==> config.mk <==
export PLATFORM = sky130hd
export DESIGN_NAME = tmc_tst_filter
export DESIGN_NICKNAME = d
export VERILOG_FILES = /design/src/rtl/test_mode_pkg.sv /design/src/rtl/tmc_tst_filter.sv
export SDC_FILE = /design/constraint.sdc
export NUM_CORES = 1
export LEC_CHECK = 0
export CORE_AREA = 2 2 39 41
export CTS_CLUSTER_DIAMETER = 60
export DETAILED_ROUTE_END_ITERATION = 16
export DIE_AREA = 0 0 41 43
export REMOVE_ABC_BUFFERS = 1
export SLEW_MARGIN = 15
export SYNTH_ARGS = -nofsm -noshare
export SYNTH_HDL_FRONTEND = slang
export SYNTH_SLANG_ARGS = --single-unit
==> constraint.sdc <==
create_clock -name CLK -period 3 [get_ports CLK]
set_clock_uncertainty 0.05 [all_clocks]
set_input_delay 0.3 -clock CLK [delete_from_list [all_inputs] [get_ports CLK]]
set_output_delay 0.3 -clock CLK [all_outputs]
set_load 0.1 [all_outputs]
==> src/rtl/test_mode_pkg.sv <==
// Shared encodings and defaults for the test-mode sequencer.
// Optional BIST watchdog is enabled in test_mode_ctrl by defining TMC_BIST_WDOG_EN.
package test_mode_pkg;

   typedef enum logic [1:0] {
      MODE_FUNC  = 2'b00,
      MODE_SCAN  = 2'b01,
      MODE_BIST  = 2'b10,
      MODE_ALIVE = 2'b11
   } mode_e;

   typedef enum logic [1:0] {
      ST_ACTIVE   = 2'b00,
      ST_QUIESCE  = 2'b01,
      ST_GAP      = 2'b10,
      ST_BIST_RUN = 2'b11
   } state_e;

   typedef struct packed {
      logic alive;
      logic bist;
      logic scan;
      logic func;
   } mode_oh_t;

   localparam int DEF_STABLE_CYC  = 4;
   localparam int DEF_GAP_CYC     = 2;
   localparam int DEF_QTO_CYC     = 64;
   localparam int DEF_BIST_TO_CYC = 4096;
   localparam int DEF_CNT_W       = 13;

   function automatic mode_oh_t mode_decode(input mode_e m);
      mode_oh_t oh;
      oh = '0;
      case (m)
         MODE_FUNC:  oh.func  = 1'b1;
         MODE_SCAN:  oh.scan  = 1'b1;
         MODE_BIST:  oh.bist  = 1'b1;
         MODE_ALIVE: oh.alive = 1'b1;
         default:    oh       = '0;
      endcase
      return oh;
   endfunction

endpackage

==> src/rtl/tmc_tst_filter.sv <==
// TEST pin filter: registers TEST and reports when it has held one value
// for STABLE_CYC consecutive cycles.
module tmc_tst_filter
   import test_mode_pkg::*;
#(
   parameter int STABLE_CYC = DEF_STABLE_CYC
) (
   input  logic       CLK,
   input  logic       RESET,
   input  logic [1:0] TEST,
   output logic [1:0] tst_q,
   output logic       stable
);

   localparam int SW = $clog2(STABLE_CYC + 1);
   localparam logic [SW-1:0] STABLE_MAX = SW'(STABLE_CYC);

   logic [SW-1:0] cnt;

   // Count saturates so stable stays asserted while TEST holds.
   always_ff @(posedge CLK) begin
      if (!RESET) begin
         tst_q <= 2'b00;
         cnt   <= '0;
      end else begin
         tst_q <= TEST;
         if (TEST != tst_q)
            cnt <= '0;
         else if (cnt != STABLE_MAX)
            cnt <= cnt + SW'(1);
      end
   end

   assign stable = (cnt == STABLE_MAX);

endmodule

==> impl_summary.txt <==
----------------------------------------------------
[Place]
  Standard cell area after detailed placement ... 295.3 sq um
  Port Buffer Count ... 6
  Estimated wirelength of the detail-placed design ... 270.1 microns
  Final estimated routing congestion in global placement ... 0.5713

[Timing]
  Final critical-path required period ... 1.638 ns
  Count of final max-slew check failures ... 0
  Sum of negative setup slack ... 0 ns
  Fraction of the cycle the final worst path needs ... 54.59%
  Slew at the pin closest to its max-slew limit ... 0.2785 ns
  Highest clock frequency the design can meet ... 610.6 MHz
  Unrepaired setup endpoints after global routing ... false
  Worst relative slew slack ... 81.59%
  Count of final hold-check violations ... 0
  Setup-violating endpoint count in the final report ... 0

[Worst setup path]
  Reg2Reg Launch Point ... cnt[0]
  Delay of the slowest critical-path stage ... 0.37 ns
  Required @ worst endpoint ... 2.65 ns
  Worst path slowest cell ... sky130_fd_sc_hd__dfxtp_1
  Endpoint of the lowest-slack register-to-register path ... cnt[0]
  CP dominant cell by count ... sky130_fd_sc_hd__inv_1
  Class of the most critical setup path ... reg2out
  Data arrival time at the worst-slack endpoint ... 1.29 ns
  Setup slack of the most critical reg-to-reg path ... 1.89 ns
  Cells on worst reg2reg path ... 5
  Element type at the critical path start ... flop
  List of cells traversed by the critical path ... inv_1 -> ha_1 -> nand2_1 -> inv_1 -> buf_4
  Critical path peak fanout ... 3
  Endpoint kind of the worst setup timing path ... output port

[Clock network]
  Maximum root-to-sink buffer count ... 2
  Number of clock buffers inserted by TritonCTS ... 3
  Clock-pin transition on the worst setup and hold timing paths ... 0.04 ns
  Clock sink count ... 5
  Clock Tree Root ... sky130_fd_sc_hd__clkbuf_4
  TritonCTS clock tree ... done
  Quantity of gates resized following cts ... 0
  Count of hold buffers inserted by post-cts repair ... 0
  Setup Fix Bufs, Post-CTS ... 0
  Worst skew pair latency ... 0.24 ns
  Number of levels in the clock H-tree ... 1

[Final layout]
  Net count, final ... 42
  FILL cells ... 150
  Commonest non-fill, non-tap cell in the layout ... sky130_fd_sc_hd__dfxtp_1
  Post-Layout Inst Area ... 321.6 sq um
  Area of the multi-input gates ... 111.4 sq um
  Count of antenna diodes in the layout ... 0
  Signed area change from the synthesized netlist to the final layout ... 44.38%
  Layout cell share with drive strength beyond 1 ... 20.00%
  Sequential Area ... 100.1 sq um

[Routing]
  Via-per-instance ratio ... 3.569
  Routed WL per cell ... 6.902 microns
  DR iter-0 viols ... 0
  Number of remaining DRC errors ... 0
  Total iterations of the first detailed-routing run ... 1
  Drt total wl ... 352 microns
  Number of vias in the routed layout ... 182
  Remaining antenna violation count after routing ... 0

[Floorplan]
  Die Span Y ... 43 microns
  Number of placement rows ... 14
  Die width ... 41 microns
  Effective utilization at floorplan ... 16.09%
  Die Footprint ... 0.001763 sq mm
  Ports ... 7
  Area of the core ... 0.001384 sq mm

[Run status]
  Result of the run ... complete, no violations

[Global routing]
  Total gr overflow ... 0
  Global-route total usage across every layer ... 6.225%
  Via count of the first global-routing pass ... 180
  Global-route wire length before repair ... 676 microns
  Pin count of the biggest net entering global routing ... 5
  Number of antenna violations at the first check in global routing ... 0

[Yosys]
  Yosys cell types ... 10
  Number of synthesis warnings ... 0
  Sequential fraction of the synthesis area ... 44.94%
  Top cell type by total area after synthesis ... sky130_fd_sc_hd__dfxtp_1
  Cell Area, Synth ... 222.7 sq um
  Post-synthesis sequential element count ... 5
  Mean instance size in the synthesized netlist ... 8.909 sq um
  Top-area cell type share of the netlist area ... 44.94%
  Cells taking the most area after synthesis ... sky130_fd_sc_hd__dfxtp_1, sky130_fd_sc_hd__xnor2_1, sky130_fd_sc_hd__ha_1
  Number of instances in the synthesized netlist ... 25

[Power]
  Areal power density over the cells ... 538.2 mW/mm^2
  Leakage power ... 0.1329 nW
  Largest vdd supply drop ... 233.8 uV

[Hold path]
  End of the worst hold path ... cnt[1]
  Hold-critical path depth ... 2
  Type of the worst min-delay path ... reg2reg
  Worst Hold Launch ... cnt[1]

[Flow run]
  Max-capacitance violation count ... 0

----------------------------------------------------
through the flow:
step	total power (W)	instances	utilization (%)	setup slack (ns)	hold WS [ns]
floorplan	0.00009044	25	-	1.423	0.3717
global placement	0.00009846	47	21.34	1.622	0.4361
detailed placement	0.00009855	47	21.34	1.607	0.4457
CTS	0.0001782	51	23.24	1.341	0.4533
global route	0.0001866	51	23.24	1.282	0.4872
finish	0.0001730	51	23.24	1.362	0.4554
synth_stat cells:
cell	number
sky130_fd_sc_hd__and2_1	2
sky130_fd_sc_hd__dfxtp_1	5
sky130_fd_sc_hd__inv_1	3
sky130_fd_sc_hd__a21oi_1	1
sky130_fd_sc_hd__nor2_1	3
sky130_fd_sc_hd__xnor2_1	3
sky130_fd_sc_hd__nand2_1	3
sky130_fd_sc_hd__nand3_1	2
sky130_fd_sc_hd__ha_1	2
sky130_fd_sc_hd__nor3_2	1
final cells by class:
| type | instances | area share, % |
|---|---|---|
| Timing Repair Buffer | 6 | 16.34 |
| Multi-Input combinational cell | 17 | 34.63 |
| Sequential cell | 5 | 31.13 |
| Inverter | 3 | 3.502 |
| Clock buffer | 4 | 8.171 |
| Tap cell | 16 | 6.226 |
where the power goes:
group / total (W) / internal (W) / switching [W] / leakage, nW
clock network: 0.0000758 / 0.0000502 / 0.0000257 / 0.0150
logic: 0.0000258 / 0.00000988 / 0.0000159 / 0.0769
registers: 0.0000714 / 0.0000694 / 0.00000202 / 0.0410
how the worst max path moves through the flow:
| stage | endpoint | slack, ns | start | depth (start not counted) |
|---|---|---|---|---|
| finish | stable | 1.36 | cnt[0] | 5 |
| global route | stable | 1.28 | cnt[0] | 5 |
| CTS | stable | 1.34 | cnt[0] | 5 |
| detailed placement | stable | 1.61 | cnt[0] | 5 |
| global placement | stable | 1.62 | cnt[0] | 5 |
| floorplan | stable | 1.42 | cnt[0] | 4 |
sequential cells by signal, indices dropped and copies added, names as in the netlist:
signal	cells
cnt	3
tst_q	2
cell families after synthesis:
family,share of synthesized area [%]
AND/OR/NAND/NOR,24.72
flip-flops,44.95
AO/OA/AOI/OAI,2.245
adder cells (fa/ha/maj),11.23
buffers and inverters,5.056
XOR/XNOR,11.80
critical path, delay by kind of cell, from the launching register on:
family                   cells  cell delay [ns]
adder cells (fa/ha/maj)      1             0.22
AND/OR/NAND/NOR              1             0.13
flip-flops                   1             0.37
buffers and inverters        3             0.33
routing by layer:
layer  GRT usage [%]  vias to the layer above  part of all wire [%]
met1           6.752                       82                    45
met5               0                        -                     0
li1                -                       97                     -
met2           7.187                        3                    53
met3           3.141                        0                   2.3
met4           8.000                        0                     0
(Power assumes the default switching activity.)
